### src/rtl/riscv_pipe_stage.sv
// Valid/ready pipeline stage register with synchronous flush and optional skid entry.
// SKID=1 gives a two-entry stage with o_ready straight from a flop; SKID=0 is a single entry.
`ifndef XLEN
`define XLEN 32
`endif

module riscv_pipe_stage #(
   parameter int unsigned      WIDTH       = `XLEN,
   parameter logic [WIDTH-1:0] RESET_VALUE = '0,
   parameter bit               SKID        = 1'b1
) (
   input  logic             i_clk,
   input  logic             i_rstn,
   input  logic             i_flush,
   input  logic             i_valid,
   output logic             o_ready,
   input  logic [WIDTH-1:0] i_data,
   output logic             o_valid,
   input  logic             i_ready,
   output logic [WIDTH-1:0] o_data,
   output logic [1:0]       o_count
);

   logic             push;
   logic             pop;
   logic [WIDTH-1:0] main_reg;

   assign push   = i_valid & o_ready;
   assign pop    = o_valid & i_ready;
   assign o_data = main_reg;

   generate
      if (SKID) begin : g_skid
         // Bit 0 = main entry valid, bit 1 = skid entry valid, so outputs come straight off flops.
         typedef enum logic [1:0] {
            EMPTY = 2'b00,
            ONE   = 2'b01,
            FULL  = 2'b11
         } state_t;

         state_t           state_reg;
         state_t           state_next;
         logic [WIDTH-1:0] skid_reg;

         always_ff @(posedge i_clk or negedge i_rstn) begin
            if (!i_rstn) begin
               state_reg <= EMPTY;
            end else begin
               state_reg <= state_next;
            end
         end

         always_comb begin
            state_next = state_reg;
            if (i_flush) begin
               state_next = EMPTY;
            end else begin
               case (state_reg)
                  EMPTY: if (push) state_next = ONE;
                  ONE: begin
                     if (push && !pop) begin
                        state_next = FULL;
                     end else if (pop && !push) begin
                        state_next = EMPTY;
                     end
                  end
                  FULL: if (pop) state_next = ONE;
                  default: state_next = EMPTY;
               endcase
            end
         end

         always_comb begin
            o_valid = state_reg[0];
            o_ready = ~state_reg[1];
            o_count = {state_reg[1], state_reg[0] & ~state_reg[1]};
         end

         // A flushed push is dropped; payloads themselves are never cleared by flush.
         always_ff @(posedge i_clk or negedge i_rstn) begin
            if (!i_rstn) begin
               main_reg <= RESET_VALUE;
               skid_reg <= RESET_VALUE;
            end else if (!i_flush) begin
               if (state_reg == FULL) begin
                  if (pop) main_reg <= skid_reg;
               end else if (push) begin
                  if (state_reg == ONE && !pop) begin
                     skid_reg <= i_data;
                  end else begin
                     main_reg <= i_data;
                  end
               end
            end
         end
      end else begin : g_single
         logic valid_reg;
         logic valid_next;

         always_comb begin
            valid_next = valid_reg;
            if (i_flush) begin
               valid_next = 1'b0;
            end else if (push) begin
               valid_next = 1'b1;
            end else if (pop) begin
               valid_next = 1'b0;
            end
         end

         always_ff @(posedge i_clk or negedge i_rstn) begin
            if (!i_rstn) begin
               valid_reg <= 1'b0;
               main_reg  <= RESET_VALUE;
            end else begin
               valid_reg <= valid_next;
               if (push && !i_flush) main_reg <= i_data;
            end
         end

         always_comb begin
            o_valid = valid_reg;
            o_ready = ~valid_reg | i_ready;
            o_count = {1'b0, valid_reg};
         end
      end
   endgenerate

endmodule

### config.mk
export PLATFORM = sky130hd
export DESIGN_NAME = riscv_pipe_stage
export DESIGN_NICKNAME = d
export VERILOG_FILES = /design/src/rtl/riscv_pipe_stage.sv
export SDC_FILE = /design/constraint.sdc
export NUM_CORES = 1
export LEC_CHECK = 0
export CORE_MARGIN = 3
export CORE_UTILIZATION = 45
export DETAILED_ROUTE_END_ITERATION = 10
export PLACE_DENSITY_LB_ADDON = 0.15
export SYNTH_ARGS = -nofsm -noshare
export SYNTH_HDL_FRONTEND = slang
export SYNTH_SLANG_ARGS = --single-unit
export TNS_END_PERCENT = 10
### constraint.sdc
create_clock -name i_clk -period 1.9 [get_ports i_clk]
set_input_delay 0.38 -clock i_clk [delete_from_list [all_inputs] [get_ports i_clk]]
set_output_delay 0.38 -clock i_clk [all_outputs]
set_load 0.02 [all_outputs]
Word-level counts from Yosys, hierarchy flattened

Index checks and enable logic that the tools add are counted.

Eq/ne operators: 7
Mux-type cells: 10
Bitwise logic cells: 6
Reduce and logical (&&, ||, !) cells: 10

Operators with widths:

| operator                                       | count |
|---|---|
| two-way mux 32 bit                             | 4 |
| two-way mux 2 bit                              | 5 |
| AND reduction 4 bit                            | 2 |
| != test 3 bit (second input constant)          | 2 |
| case mux 2 bit (3 select lines)                | 1 |
| != test 2 bit (second input constant)          | 2 |
| != test 4 bit (second input constant)          | 1 |
| AND 1 bit                                      | 3 |
| logical AND 1 bit                              | 3 |
| NOT 1 bit                                      | 3 |
| AND reduction 3 bit                            | 1 |
| == test 2 x 1 -> 1 bit (second input constant) | 1 |
| == test 2 bit (second input constant)          | 1 |
| zero test 1 bit                                | 2 |
| zero test 2 bit                                | 1 |
| nonzero test 2 bit                             | 1 |

Bits in registers: 66
Input port bits: 37
Output and inout port bits: 36
Logic and storage cells: 36

Depth between registers and ports, before layout

Word-level depth: 8
Mapped depth: 7
Mapped depth without buffers: 6

Worst setup path before layout

Ideal clock, no wire load.

Path kind: flip-flop to flip-flop
Start: reg g_skid.state_reg[1]
End: reg g_skid.skid_reg[10]
Library setup time: 125 ps
Arrival time: 2256 ps
Data required time: 1775 ps
Slack: -481 ps
Stages on the path, launching flop included: 8
Buffers on the path: 2
Clock period less this slack: 2381 ps
Path through: dfrtp_1 -> inv_1 -> ha_1 -> nand3b_1 -> or4_4 -> buf_6 -> buf_12 -> mux2_4

Cells in the longest elaborated chain, start to end: 3
Elaborated cells on any way between the ends: 7
Classes of those cells: eq/ne: 2; bitwise: 3; reduce/logical: 2

RTL lines:

| item                          | line | source |
|---|---|---|
| from (decl)                   | 41   | `state_t state_reg;` |
| from (signal assigned)        | 49   | `state_reg <= state_next;` |
| NOT 1 bit                     | 75   | `o_ready = ~state_reg[1];` |
| via o_ready                   | 16   | `output logic o_ready,` |
| AND 1 bit                     | 28   | `assign push = i_valid & o_ready;` |
| AND reduction 4 bit (no line) | -    |  |
| to (signal assigned)          | 89   | `skid_reg <= i_data;` |
| to (decl)                     | 43   | `logic [WIDTH-1:0] skid_reg;` |

The timed path passes the listed nets, and every way through them passes these cells.
A chain may end at the register's enable or synchronous reset.

Worst setup path in the final report

Start: reg g_skid.state_reg[1]
End: reg g_skid.skid_reg[26]

Cells in the longest elaborated chain, start to end: 3
Elaborated cells on any way between the ends: 7
Classes of those cells: eq/ne: 2; bitwise: 3; reduce/logical: 2

RTL lines:

| item                                           | line | source |
|---|---|---|
| == test 2 x 1 -> 1 bit (tied with other cells) | 88   | `if (state_reg == ONE && !pop) begin` |
| logical AND 1 bit (tied with other cells)      | 88   |  |
| AND reduction 4 bit (no line) (*)              | -    |  |

Mark *: on every way between the ends. The rest lies on a longest branch, timed or not.

==> impl_results.md <==
* Status: finished, final reports clean
* Cell family with most CP delay: simple AND/OR/NAND/NOR gates
* CP Capture Type: register
* Power Density at between 1000 and 1500 nW/µm²
* Final hold viol count at 0
* Setup TNS at 0 ns
* Max incr delay on CP at 0.54 ns
* Final nets at approximately 360
* Final wirelength at between 5 and 6 mm
* Yosys top cell by area: dfrtp_1
* Post-synth EDFFs at 0
* Clk slew on worst S/H paths at 0.07 ns
* Post-synth top cells: 66 x dfrtp_1, 35 x o21ai_0, 32 x mux2i_1, 32 x nand2_1, 30 x mux2_4
* Final setup viols at 0
* Initial antenna violation count at 0
* Post-detailed-placement half-perimeter wirelength at between 3 and 4 mm
* Pre-CTS setup slack at -0.233 ns
* CP Launch Type: register
* Clk buf depth at 2
* Final slew viol count at 0
* Largest net degree at the start of global routing at 67
* Hold slack at roughly 0.046 ns
* CTS tree: done
* Sequential Power Share at 0.404
* Die width at between 80 and 90 µm
* Net switching power at roughly 1800 µW
* Area share of the largest cell type after synthesis at 0.543
* Internal power at between 4000 and 5000 µW
* Peak Freq at roughly 530 MHz
* N_diodes at 0
* Main synth FF type: dfrtp_1
* Leakage at 0.00184 µW
* Clock root buffer: clkbuf_8
* Max-Cap Viols at 0
* Rows at 29
* CTS H-tree depth at 3
* Slew @ Worst Pin at about 0.35 ns
* Final Wtd Congestion at 0.821
* Post-synthesis cell type count at 26
* Syn Nets at about 280
* Top-count cell post-synth: dfrtp_1
* TritonCTS Sinks at 66
* Comb power frac at 0.374
* Part of the cycle the worst path needs at 0.990
* Worst setup margin at between 0.015 and 0.02 ns
* Tot GR Track Use at 0.167
* CP bufs+invs at 1
* Cell Area, Synth at 3040 µm²
* Worst-Skew Late Latency at around 0.33 ns
* IO Port Bufs at a little over 70
* Setup CP Type: register to register
* Register bit total from synthesis at 66
* Peak VDD IR at between 0.7 and 0.8 mV
* Max transition margin at 0.768
* RSZ-0062 raised after global routing: true
* CP Cell Sequence: ha_2 -> or4_4 -> buf_12 -> mux2_4
* Async SR Flop Fraction at 1.00
* Ports at 73
* Worst-path maximum fanout at 32
* Routed len/inst at around 15 µm
* Postcts setup bufs at 0
* Clock buffer count from CTS at 9
* Fill cells at roughly 530
* Layout Skew at 0.00610 ns
* Slowest CP cell: or4_4
* GRT overflow at 0
* Vias in the first global route at just over 2000
* Mapped Avg Cell Area at roughly 13 µm²
* 1st-iter DRT viols at 68
* Area Overhead vs Synth at 36.0%
* Core ar. at ~6500 µm²
* First-pass DRT Iterations at 4
* Starting density of the core at 0.471
* Vias at roughly 2000
* Detail Route Antenna Nets at 0
* Worst EP required at approximately 2.1 ns
* DIE HEIGHT at between 80 and 90 µm
* Hold crit path type: primary input to async pin
* Area contributors post-synth: dfrtp_1 54%, mux2_4 15%, mux2i_1 11%, o21ai_0 5.8%, nand2_1 4.0%
* Vias per std cell at approximately 5
* Share of cells above drive strength 1 at 0.209
* First-pass GRT wire length at 9.92 mm
* Sw Ratio at 0.304
* Synth Warn # at 0
* Die area at roughly 7800 µm²
* DRC at 0
* Critical path arrival at approximately 2.1 ns
* Clock power frac at 0.222
* Syn Inst Count at between 200 and 250
* CTS Hold Bufs at 0
* Minimum clock period at 1.88 ns
* Sequential-to-total area share from yosys stat at 0.543
## worst register-to-register path, cell delays in order (launching register included)
cell     delay, ns
dfrtp_2       0.47
ha_2          0.22
or4_4         0.54
buf_12        0.21
mux2_4        0.33
## final timing paths
kind	startpoint	endpoint	slack, ns	depth (start not counted)
setup / recovery	g_skid.state_reg[1]$_DFFE_PN0P_	g_skid.skid_reg[26]$_DFFE_PN0P_	0.02	4
setup reg to reg	g_skid.state_reg[1]$_DFFE_PN0P_	g_skid.skid_reg[26]$_DFFE_PN0P_	0.02	4
max in group asynchronous	i_rstn	g_skid.state_reg[0]$_DFFE_PN0P_	1.55	2
hold / removal	i_rstn	o_data[25]$_DFFE_PN0P_	0.05	2
min in group i_clk	o_data[22]$_DFFE_PN0P_	o_data[22]$_DFFE_PN0P_	0.48	2
hold reg to reg	o_data[22]$_DFFE_PN0P_	o_data[22]$_DFFE_PN0P_	0.48	2
## power groups by stage
stage	logic [µW]	registers, µW	clock network, µW
floorplan	991	2700	0
global placement	2190	2400	0
detailed placement	2250	2400	0
CTS	2240	2400	1350
global route	2410	2480	1410
finish	2210	2390	1310
## through the flow
step / power [µW] / utilization / std cells / cell area, µm²
6_report: 5920 / 0.640 / 398 / 4130
5_1_grt: 6290 / 0.640 / 398 / 4130
4_1_cts: 5990 / 0.639 / 398 / 4130
3_5_place_dp: 4660 / 0.606 / 383 / 3920
3_3_place_gp: 4590 / 0.606 / 383 / 3920
2_1_floorplan: 3690 / - / 236 / 3060
## timing repair
action                                  in CTS  in global routing
gates cloned                                 0                  0
endpoints found under the setup margin       3                 38
pin swaps                                    0                  0
resized for setup                            3                  1
## logic make-up (layout without fill, tap and decap cells)
kind of cell,after synthesis,after routing,share of synthesized area
flip-flops,66,66,0.543
multiplexers,64,64,0.261
AO/OA/AOI/OAI,44,44,0.0774
AND/OR/NAND/NOR,40,40,0.0580
buffers and inverters,18,103,0.0436
adder cells (fa/ha/maj),4,4,0.0165
## routing by layer
layer	up-vias	wire, µm	track usage
met3	10	322	0.0442
met5	-	0	0
met2	49	2670	0.253
met4	0	116	0.0783
li1	983	-	-
met1	942	2780	0.225
## final cells by class
| type | instances | area (µm²) | area share |
|---|---|---|---|
| clock buffers | 13 | 159 | 0.0384 |
| clock inverters | 2 | 60.1 | 0.0145 |
| inverters | 3 | 13.8 | 0.00333 |
| multi-input cells | 152 | 1290 | 0.311 |
| flip-flops and latches | 66 | 1650 | 0.400 |
| well taps | 77 | 96.3 | 0.0233 |
| repair buffers | 85 | 863 | 0.209 |
## cells in the final DEF (no fill, tap or decap), types with 2 or more instances in the layout
cell type and count:
clkbuf_8 11, bufinv_16 2, ha_1 2, dfrtp_1 64, clkbuf_1 2, mux2_4 30
inv_1 2, dfrtp_2 2, buf_12 4, clkdlybuf4s50_1 68, a21oi_1 4, buf_4 8
o21ai_0 35, nand2_1 32, mux2i_1 32, dlygate4sd2_1 3, mux2_2 2
Power figures use the tool's default switching activity.
